$ cat src/rtl/step_sequencer_pkg.sv
// Shared state encoding and default sizing for the step sequencer.
package step_seq_pkg;

    typedef logic [1:0] state_t;

    localparam state_t ST_IDLE  = 2'b00;
    localparam state_t ST_RUN   = 2'b01;
    localparam state_t ST_PAUSE = 2'b10;
    localparam state_t ST_DONE  = 2'b11;

    localparam int DEFAULT_CNT_W    = 2;
    localparam int DEFAULT_PRESCALE = 4;
    localparam int DEFAULT_TARGET   = 3;

endpackage

$ cat src/rtl/step_sequencer_btn_edge_detect.sv
// Button rising-edge detector with registered one-cycle rise output.
// STEP_SYNC_EN adds a 2-flop synchronizer ahead of the edge detector.
module btn_edge_detect (
    input  logic clk,
    input  logic rst,
    input  logic btn,
    output logic rise
);

    logic btn_s;
    logic btn_q;

`ifdef STEP_SYNC_EN
    logic [1:0] sync;

    always_ff @(posedge clk) begin
        if (rst) begin
            sync <= '0;
        end else begin
            sync <= {sync[0], btn};
        end
    end

    assign btn_s = sync[1];
`else
    assign btn_s = btn;
`endif

    always_ff @(posedge clk) begin
        if (rst) begin
            btn_q <= 1'b0;
            rise  <= 1'b0;
        end else begin
            btn_q <= btn_s;
            rise  <= btn_s & ~btn_q;
        end
    end

endmodule

$ cat src/rtl/step_sequencer.sv
// Push-button step sequencer: single-step or prescaled auto-run of a wrapping count.
// Build option STEP_SYNC_EN synchronizes the buttons (two extra cycles of latency).
module step_sequencer
    import step_seq_pkg::*;
#(
    parameter int CNT_W    = DEFAULT_CNT_W,
    parameter int PRESCALE = DEFAULT_PRESCALE,
    parameter int TARGET   = DEFAULT_TARGET
) (
    input  logic             clk,
    input  logic             rst,
    input  logic             btn_start,
    input  logic             btn_stop,
    input  logic             btn_step,
    input  logic             mode_auto,
    output logic             step_pulse,
    output logic [CNT_W-1:0] count,
    output logic             busy,
    output logic             done
);

    localparam int PS_W = (PRESCALE > 2) ? $clog2(PRESCALE) : 1;
    localparam logic [PS_W-1:0]  PS_LAST = PS_W'(PRESCALE - 1);
    localparam logic [CNT_W-1:0] TGT     = CNT_W'(TARGET);

    logic start_rise;
    logic stop_rise;
    logic step_rise;

    btn_edge_detect u_start (
        .clk  (clk),
        .rst  (rst),
        .btn  (btn_start),
        .rise (start_rise)
    );

    btn_edge_detect u_stop (
        .clk  (clk),
        .rst  (rst),
        .btn  (btn_stop),
        .rise (stop_rise)
    );

    btn_edge_detect u_step (
        .clk  (clk),
        .rst  (rst),
        .btn  (btn_step),
        .rise (step_rise)
    );

    state_t           state;
    state_t           state_n;
    logic [PS_W-1:0]  presc;
    logic [PS_W-1:0]  presc_n;
    logic [CNT_W-1:0] count_n;
    logic [CNT_W-1:0] count_inc;
    logic             pulse_n;
    logic             start_go;

    assign start_go  = start_rise & mode_auto;
    assign count_inc = count + 1'b1;

    // Outside RUN a stop rise has no action of its own but still masks start/step.
    always_comb begin
        state_n = state;
        presc_n = presc;
        count_n = count;
        pulse_n = 1'b0;
        case (state)
            ST_IDLE: begin
                if (stop_rise) begin
                    state_n = ST_IDLE;
                end else if (start_go) begin
                    state_n = ST_RUN;
                    presc_n = '0;
                end else if (step_rise) begin
                    pulse_n = 1'b1;
                    count_n = count_inc;
                end
            end
            ST_RUN: begin
                if (presc == PS_LAST) begin
                    pulse_n = 1'b1;
                    count_n = count_inc;
                    presc_n = '0;
                    if (count_inc == TGT) begin
                        state_n = ST_DONE;
                    end else if (stop_rise) begin
                        state_n = ST_PAUSE;
                    end
                end else if (stop_rise) begin
                    state_n = ST_PAUSE;
                end else begin
                    presc_n = presc + 1'b1;
                end
            end
            ST_PAUSE: begin
                if (stop_rise) begin
                    state_n = ST_PAUSE;
                end else if (start_go) begin
                    state_n = ST_RUN;
                end else if (step_rise) begin
                    pulse_n = 1'b1;
                    count_n = count_inc;
                    if (count_inc == TGT) begin
                        state_n = ST_DONE;
                    end
                end
            end
            ST_DONE: begin
                if (stop_rise) begin
                    state_n = ST_DONE;
                end else if (start_go) begin
                    state_n = ST_RUN;
                    count_n = '0;
                    presc_n = '0;
                end else if (step_rise) begin
                    pulse_n = 1'b1;
                    count_n = count_inc;
                    state_n = ST_IDLE;
                end
            end
            default: begin
                state_n = ST_IDLE;
            end
        endcase
    end

    always_ff @(posedge clk) begin
        if (rst) begin
            state      <= ST_IDLE;
            presc      <= '0;
            count      <= '0;
            step_pulse <= 1'b0;
            busy       <= 1'b0;
            done       <= 1'b0;
        end else begin
            state      <= state_n;
            presc      <= presc_n;
            count      <= count_n;
            step_pulse <= pulse_n;
            busy       <= (state_n == ST_RUN);
            done       <= (state_n == ST_DONE);
        end
    end

endmodule

$ cat config.mk
export PLATFORM = sky130hd
export DESIGN_NAME = step_sequencer
export DESIGN_NICKNAME = d
export VERILOG_FILES = /design/src/rtl/step_sequencer_pkg.sv /design/src/rtl/step_sequencer_btn_edge_detect.sv /design/src/rtl/step_sequencer.sv
export SDC_FILE = /design/constraint.sdc
export NUM_CORES = 1
export LEC_CHECK = 0
export ABC_AREA = 1
export ABC_CLOCK_PERIOD_IN_PS = 2650
export CORE_MARGIN = 5
export CORE_UTILIZATION = 27
export DETAILED_ROUTE_END_ITERATION = 16
export GPL_TIMING_DRIVEN = 0
export SETUP_SLACK_MARGIN = 0.02
export SYNTH_ARGS = -nofsm -noshare
export SYNTH_HDL_FRONTEND = slang
export SYNTH_HIERARCHICAL = 1
export SYNTH_SLANG_ARGS = --single-unit
$ cat constraint.sdc
create_clock -name clk -period 2.65 [get_ports clk]
set_input_delay 0.53 -clock clk [delete_from_list [all_inputs] [get_ports clk]]
set_output_delay 0.53 -clock clk [all_outputs]
set_load 0.05 [all_outputs]
==> reports/metrics.csv, run 1 <==
stage;metric;value;unit
run_status;status;complete, no violations;
yosys;synth.avg_cell_area;6.818;um2
clock_tree;clkSinkCount;15;
sta;setup_viol;0;
die;die_area;0.004171;mm2
setup_path;crit_type;flop to primary output;
sta;finalMaxSlewViolations;0;
yosys;synth_cell_types;16;
sta;rsz0062_at_grt;no;
global_routing;grt_use_total;0.08749;
yosys;synth-simple-area-share;0.3468;
setup_path;crit_chain;clkdlybuf4s50_1;
clock_tree;cts_made_buffers;3;
yosys;synth_top_area_frac;0.3733;
yosys;synthArstFlopShare;0;
sta;setup_slack;0.6558;ns
setup_path;slowest_stage;clkdlybuf4s50_1;
power_and_ir_drop;ir_drop;0.0002146;V
min_path;hp-class;flop to flop;
yosys;synth_top_family_by_area;simple AND/OR/NAND/NOR gates;
sta;hold_slack;0.3989;ns
placement;place.gp.congestion;0.7900;
sta;tightest_slew;0.4998;ns
global_routing;antenna_found_initial;0;
yosys;synth-xor-area-share;0;
yosys;synth.most_common_cell;nand2_1;
layout;n_antenna_cell;0;
clock_tree;htree_levels;1;
die;die_h;64.59;um
yosys;synth-main-ff-cell;dfxtp_1;
yosys;synth_commonest_cells;33 x nand2_1, 18 x inv_1, 15 x dfxtp_1, 11 x nor2_1, 8 x nand3_1;
die;rows;19;
yosys;mappedNetlistArea;804.5;um2
placement;dpl_cell_area;943.4;um2
sta;fin_crit_sh;0.7525;
sta;final_hold_viol_count;0;
setup_path;worstPathArrival;1.46;ns
setup_path;end_kind;primary output;
global_routing;grt_max_degree;9;
sta;fmax;0.5015;GHz
placement;place_hpwl;1214;um
setup_path;worst-path-max-fanout;3;
layout;multi_input_area;425.4;um2
detailed_routing;ant_nets;0;
layout;layout-drive-gt1-share;0.1288;
sta;timing.final.crit_period;1.994;ns
yosys;synth_seq_cells;15;
setup_path;path_buf_inv;1;
detailed_routing;detail_route.vias_per_cell;4.399;
layout;ff_latch_area;300.3;um2
power_and_ir_drop;leakagePower;0.5022;nW
die;die_x;64.59;um
yosys;synthTopCellsByArea;dfxtp_1 37%, nand2_1 15%, ha_1 9.3%;
global_routing;grt_pass1_vias;714;
yosys;synth_compound_area_frac;0.08865;
sta;max_slew_margin;0.6657;
setup_path;ff2ff_setup_slack;1.13;ns
setup_path;start_kind;flop;
setup_path;critPathMaxStageDelay;0.82;ns
clock_tree;cts_setup_buffers;0;
setup_path;cp.required;2.12;ns
run;drv_cap;0;
clock_tree;clk_latency;0.28;ns
clock_tree;clock_path_buffers;2;
detailed_routing;drt-initial-drc-count;22;
yosys;synthCells;118;
die;top_level_ports;11;
layout;largest_registers;count x2, presc x2, state x2;
sta;setup_tns;0;ns
clock_tree;cts_tree;built;
setup_path;critPathTopFamily;buffers and inverters;
clock_tree;cts_resized;0;
placement;numPortBuffers;10;
sta;skew;0.007203;ns
layout;nets;145;
global_routing;overflow;0;
yosys;synth_area_leader_cell;dfxtp_1;
layout;design_area;969.7;um2
placement;place_ws;0.8440;ns
clock_tree;ctsHoldBuffers;0;
clock_tree;clockRootBuffer;clkbuf_4;
yosys;muxShareOfSynthArea;0;
yosys;synth_edf_count;0;
yosys;synthAdderAreaFrac;0.09331;
detailed_routing;first_pass_iters;4;
detailed_routing;route.detailed.drc;0;
layout;area_delta_synth_final;20.53;%
global_routing;grt_pass1_wl;2849;um
yosys;syn_nets;130;
detailed_routing;vias;717;
die;start_util;0.2868;
power_and_ir_drop;powerDensity;465.4;mW/mm2
die;core;0.002805;mm2
detailed_routing;avgRoutedWirePerCell;9.178;um
yosys;ys.warnings.count;6;
yosys;yosysSeqAreaShare;0.3733;
detailed_routing;totalWireLength;1496;um
layout;n_fill_cell;310;
clock_tree;path_clk_slew;0.09;ns
==> cell families (layout without fill, tap and decap cells) <==
| kind of cell | count (synthesis) | count (layout) |
|---|---|---|
| and+or+nand+nor | 63 | 63 |
| buffers and inverters | 21 | 35 |
| adders and majority gates | 6 | 6 |
| DFF | 15 | 15 |
| AOI/OAI and AO/OA | 13 | 13 |
==> metal layers <==
layer | vias to the layer above | share of wire | GRT usage
met3 | 5 | 0.030 | 0.01209
met5 | - | 0 | 0
met1 | 311 | 0.44 | 0.09244
met2 | 11 | 0.50 | 0.1546
li1 | 390 | - | -
met4 | 0 | 0.035 | 0.07124
==> path summary, 6_finish.rpt <==
path / start / to / depth (start not counted)
max: count[0]$_SDFFE_PP0P_ / count[0] / 1
min reg2reg: u_stop/btn_q$_SDFF_PP0_ / u_stop/rise$_SDFF_PP0_ / 1
max reg2reg: state[0]$_SDFF_PP0_ / presc[1]$_SDFFE_PP0P_ / 7
min: u_stop/btn_q$_SDFF_PP0_ / u_stop/rise$_SDFF_PP0_ / 1
==> cell usage in the layout, fill, tap and decap left out <==
cell / n
nand2_1: 33
o21bai_1: 1
nor2_4: 1
clkinv_1: 1
o21ai_1: 4
o21ai_0: 1
inv_2: 2
o21ai_2: 1
nor2_2: 4
a21oi_1: 6
inv_1: 18
dfxtp_1: 15
nand3_1: 8
nand2_2: 6
clkbuf_1: 1
nor2_1: 11
clkbuf_4: 3
ha_1: 6
clkdlybuf4s50_1: 10
==> per-stage QoR <==
step / utilization / power (mW) / cells
floorplan: - / 0.3039 / 118
global placement: 0.3363 / 0.3278 / 159
detailed placement: 0.3363 / 0.3301 / 159
CTS: 0.3457 / 0.4601 / 163
global route: 0.3457 / 0.4792 / 163
finish: 0.3457 / 0.4513 / 163
==> layout make-up <==
class,instances,area share
repair buffers,10,0.1032
clock buffers,4,0.02710
flip-flops and latches,15,0.3097
well taps,31,0.04000
inverters,21,0.08129
multi-input cells,82,0.4387
==> report_power, final <==
part	internal (mW)	total [mW]	switching, mW
logic	0.0312	0.0804	0.0492
clock network	0.0585	0.127	0.0689
registers	0.236	0.244	0.00761
==> worst reg2reg max path, cell delays in order (launching register included) <==
cell     delay [ns]
dfxtp_1        0.48
inv_2          0.10
ha_1           0.36
nand2_1        0.08
o21ai_1        0.07
nor2_1         0.16
nand3_1        0.09
a21oi_1        0.12
Power figures use the tool's default switching activity.
==> run 2: changes to the inputs <==
Settings changed: ABC_CLOCK_PERIOD_IN_PS 2650 to 1700.
Clock period 2.65 ns to 1.7 ns, I/O delays scaled along.
==> run 2 against run 1 <==
Against the previous run:
- clock-buffer cell count is the same
- die area did not move
- register-to-register slack lost 0.85 ns
- largest power group unchanged
- design area fell by 0.52%
- highest routed layer unchanged
- flip-flop and latch count stayed put
- critical path depth is the same
- utilization is 0.18 points lower
- clock skew about the same
==> reports/metrics.csv, run 2 (synthesis results as in run 1) <==
stage;metric;value;unit;change
power_and_ir_drop;ir_drop;0.0003342;V;+56%
layout;multi_input_area;425.4;um2;unchanged
layout;layout_common_cells;33 x nand2_1, 18 x inv_1, 14 x dfxtp_1;;
clock_tree;clockRootBuffer;clkbuf_4;;
die;die_area;0.004171;mm2;unchanged
sta;finalMaxSlewViolations;0;;unchanged
sta;tightest_slew;0.4937;ns;-0.006168 ns
power_and_ir_drop;leakagePower;0.5244;nW;+4.4%
detailed_routing;detail_route.vias_per_cell;4.399;;unchanged
placement;numPortBuffers;10;;unchanged
global_routing;grt_max_degree;9;;unchanged
setup_path;start_kind;flop;;
power_and_ir_drop;powerDensity;724.7;mW/mm2;+56%
power_and_ir_drop;p_switching;0.1956;mW;+56%
detailed_routing;avgRoutedWirePerCell;9.196;um;+0.20%
die;die_h;64.59;um;unchanged
global_routing;antenna_found_initial;0;;unchanged
layout;layout_commonest_cell;nand2_1;;
power_and_ir_drop;power;0.6991;mW;+55%
sta;timing.final.crit_period;1.525;ns;
min_path;hold_start;u_stop/btn_q$_SDFF_PP0_;;
global_routing;overflow;0;;unchanged
setup_path;crit_type;flop to primary output;;
sta;max_slew_margin;0.6722;;+0.006463
power_and_ir_drop;pwr-share-comb;0.173;;-0.005
clock_tree;clk_latency;0.28;ns;about the same
die;top_level_ports;11;;unchanged
min_path;holdPathEnd;u_stop/rise$_SDFF_PP0_;;
power_and_ir_drop;seq_power_share;0.543;;+0.003
power_and_ir_drop;internal_power;0.5034;mW;+55%
min_path;hp-class;flop to flop;;
layout;finalNonFillerCells;163;;unchanged
clock_tree;htree_levels;1;;unchanged
setup_path;r2r_cells;7;;unchanged
sta;rsz0062_at_grt;no;;
run;drv_cap;0;;unchanged
setup_path;regToRegStartpoint;state[0]$_SDFF_PP0_;;
clock_tree;cts_tree;built;;
detailed_routing;vias;717;;unchanged
die;rows;19;;unchanged
detailed_routing;first_pass_iters;4;;unchanged
setup_path;path_buf_inv;1;;unchanged
layout;n_fill_cell;311;;+0.32%
sta;fin_crit_sh;0.8973;;
detailed_routing;drt-initial-drc-count;22;;unchanged
placement;placedCellCount;159;;unchanged
run_status;status;complete, no violations;;
die;die_x;64.59;um;unchanged
setup_path;cp.required;1.36;ns;-0.76 ns
setup_path;worstPathArrival;1.19;ns;-0.27 ns
setup_path;worst-path-max-fanout;3;;unchanged
placement;place.gp.congestion;0.7900;;unchanged
die;core;0.002805;mm2;unchanged
clock_tree;clkSinkCount;15;;unchanged
die;start_util;0.2868;;unchanged
min_path;hold_depth;1;;unchanged
setup_path;r2r-end;presc[1]$_SDFFE_PP0P_;;
detailed_routing;route.detailed.drc;0;;unchanged
power_and_ir_drop;switching_share;0.2799;;+0.001352
setup_path;critPathTopFamily;buffers and inverters;;
detailed_routing;totalWireLength;1499;um;+0.20%
layout;nets;145;;unchanged
sta;setup_tns;0;ns;unchanged
global_routing;grt_pass1_vias;714;;unchanged
detailed_routing;ant_nets;0;;unchanged
placement;dpl_cell_area;943.4;um2;unchanged
sta;final_hold_viol_count;0;;unchanged
layout;design_area;964.7;um2;-0.52%
setup_path;crit_chain;dlygate4sd2_1;;
setup_path;critPathMaxStageDelay;0.54;ns;-0.28 ns
setup_path;path_depth;1;;unchanged
placement;place_hpwl;1214;um;unchanged
sta;fmax;0.6556;GHz;
clock_tree;clock_path_buffers;2;;unchanged
clock_tree;ctsHoldBuffers;0;;unchanged
power_and_ir_drop;clkPwrFrac;0.284;;+0.002
layout;n_antenna_cell;0;;unchanged
sta;setup_viol;0;;unchanged
setup_path;end_kind;primary output;;
global_routing;grt_pass1_wl;2849;um;unchanged
setup_path;ff2ff_setup_slack;0.28;ns;-0.85 ns
clock_tree;path_clk_slew;0.09;ns;about the same
layout;layout-drive-gt1-share;0.1364;;+0.007576
global_routing;grt_use_total;0.08749;;unchanged
setup_path;slowest_stage;dlygate4sd2_1;;
layout;largest_registers;count x2, presc x2, state x2;;
sta;skew;0.007117;ns;-0.00008615 ns
layout;area_delta_synth_final;19.91;%;
clock_tree;cts_made_buffers;3;;unchanged
layout;ff_latch_area;301.5;um2;+0.42%
==> run 2: worst max-delay path by stage <==
| stage | endpoint | from | slack [ns] |
|---|---|---|---|
| 2_1_floorplan | done$_SDFF_PP0_ | count[0]$_SDFFE_PP0P_ | 0.12 |
| 3_3_place_gp | done$_SDFF_PP0_ | mode_auto | 0.07 |
| 3_5_place_dp | done$_SDFF_PP0_ | mode_auto | 0.08 |
| 4_1_cts | count[0] | count[0]$_SDFFE_PP0P_ | 0.17 |
| 5_1_grt | presc[1]$_SDFFE_PP0P_ | state[0]$_SDFF_PP0_ | 0.12 |
| 6_report | count[0] | count[0]$_SDFFE_PP0P_ | 0.17 |
==> run 2: final cells by class <==
type                       instances  share of cell area
inverter                          21             0.08171
clock buffer                       4             0.02724
sequential                        15              0.3126
timing repair buffer              10             0.09728
multi-input combinational         82              0.4410
tap                               31             0.04021
==> run 2: power by group through the flow <==
stage | Clock (mW) | Sequential (mW) | Combinational (mW)
6_report | 0.198 | 0.380 | 0.121
5_1_grt | 0.224 | 0.382 | 0.137
4_1_cts | 0.211 | 0.379 | 0.123
3_5_place_dp | 0 | 0.388 | 0.127
3_3_place_gp | 0 | 0.387 | 0.124
2_1_floorplan | 0 | 0.408 | 0.0659
==> run 2: what timing repair did <==
item	CTS	global route
buffers inserted	0	0
resized for setup	5	1
endpoints found under the setup margin	5	1
==> run 2: metal layers <==
metal | track usage | vias up | share of wire | wire [um]
met3 | 0.01209 | 5 | 0.030 | 45
met4 | 0.07124 | 0 | 0.035 | 53
met1 | 0.09244 | 311 | 0.44 | 657
li1 | - | 390 | - | -
met2 | 0.1546 | 11 | 0.50 | 743
met5 | 0 | - | 0 | 0
==> run 2: stage by stage <==
step | utilization | setup WS, ns | hold slack [ns]
floorplan | - | 0.1201 | 0.3823
global placement | 0.3363 | 0.07261 | 0.3855
detailed placement | 0.3363 | 0.08395 | 0.3891
CTS | 0.3434 | 0.1676 | 0.4020
global route | 0.3439 | 0.1210 | 0.4097
finish | 0.3439 | 0.1746 | 0.3989
==> run 2: worst reg2reg max path, stage by stage (launching register included) <==
cell     delay (ns)
dfxtp_2        0.41
inv_2          0.08
ha_1           0.35
nand2_1        0.08
o21ai_1        0.07
nor2_1         0.16
nand3_1        0.09
a21oi_1        0.12
==> run 3: changes to the inputs <==
Settings changed: GPL_ROUTABILITY_DRIVEN from default to 1.
==> results of run 3 <==
Final layout, timing and power as in run 2 (identical DEF).
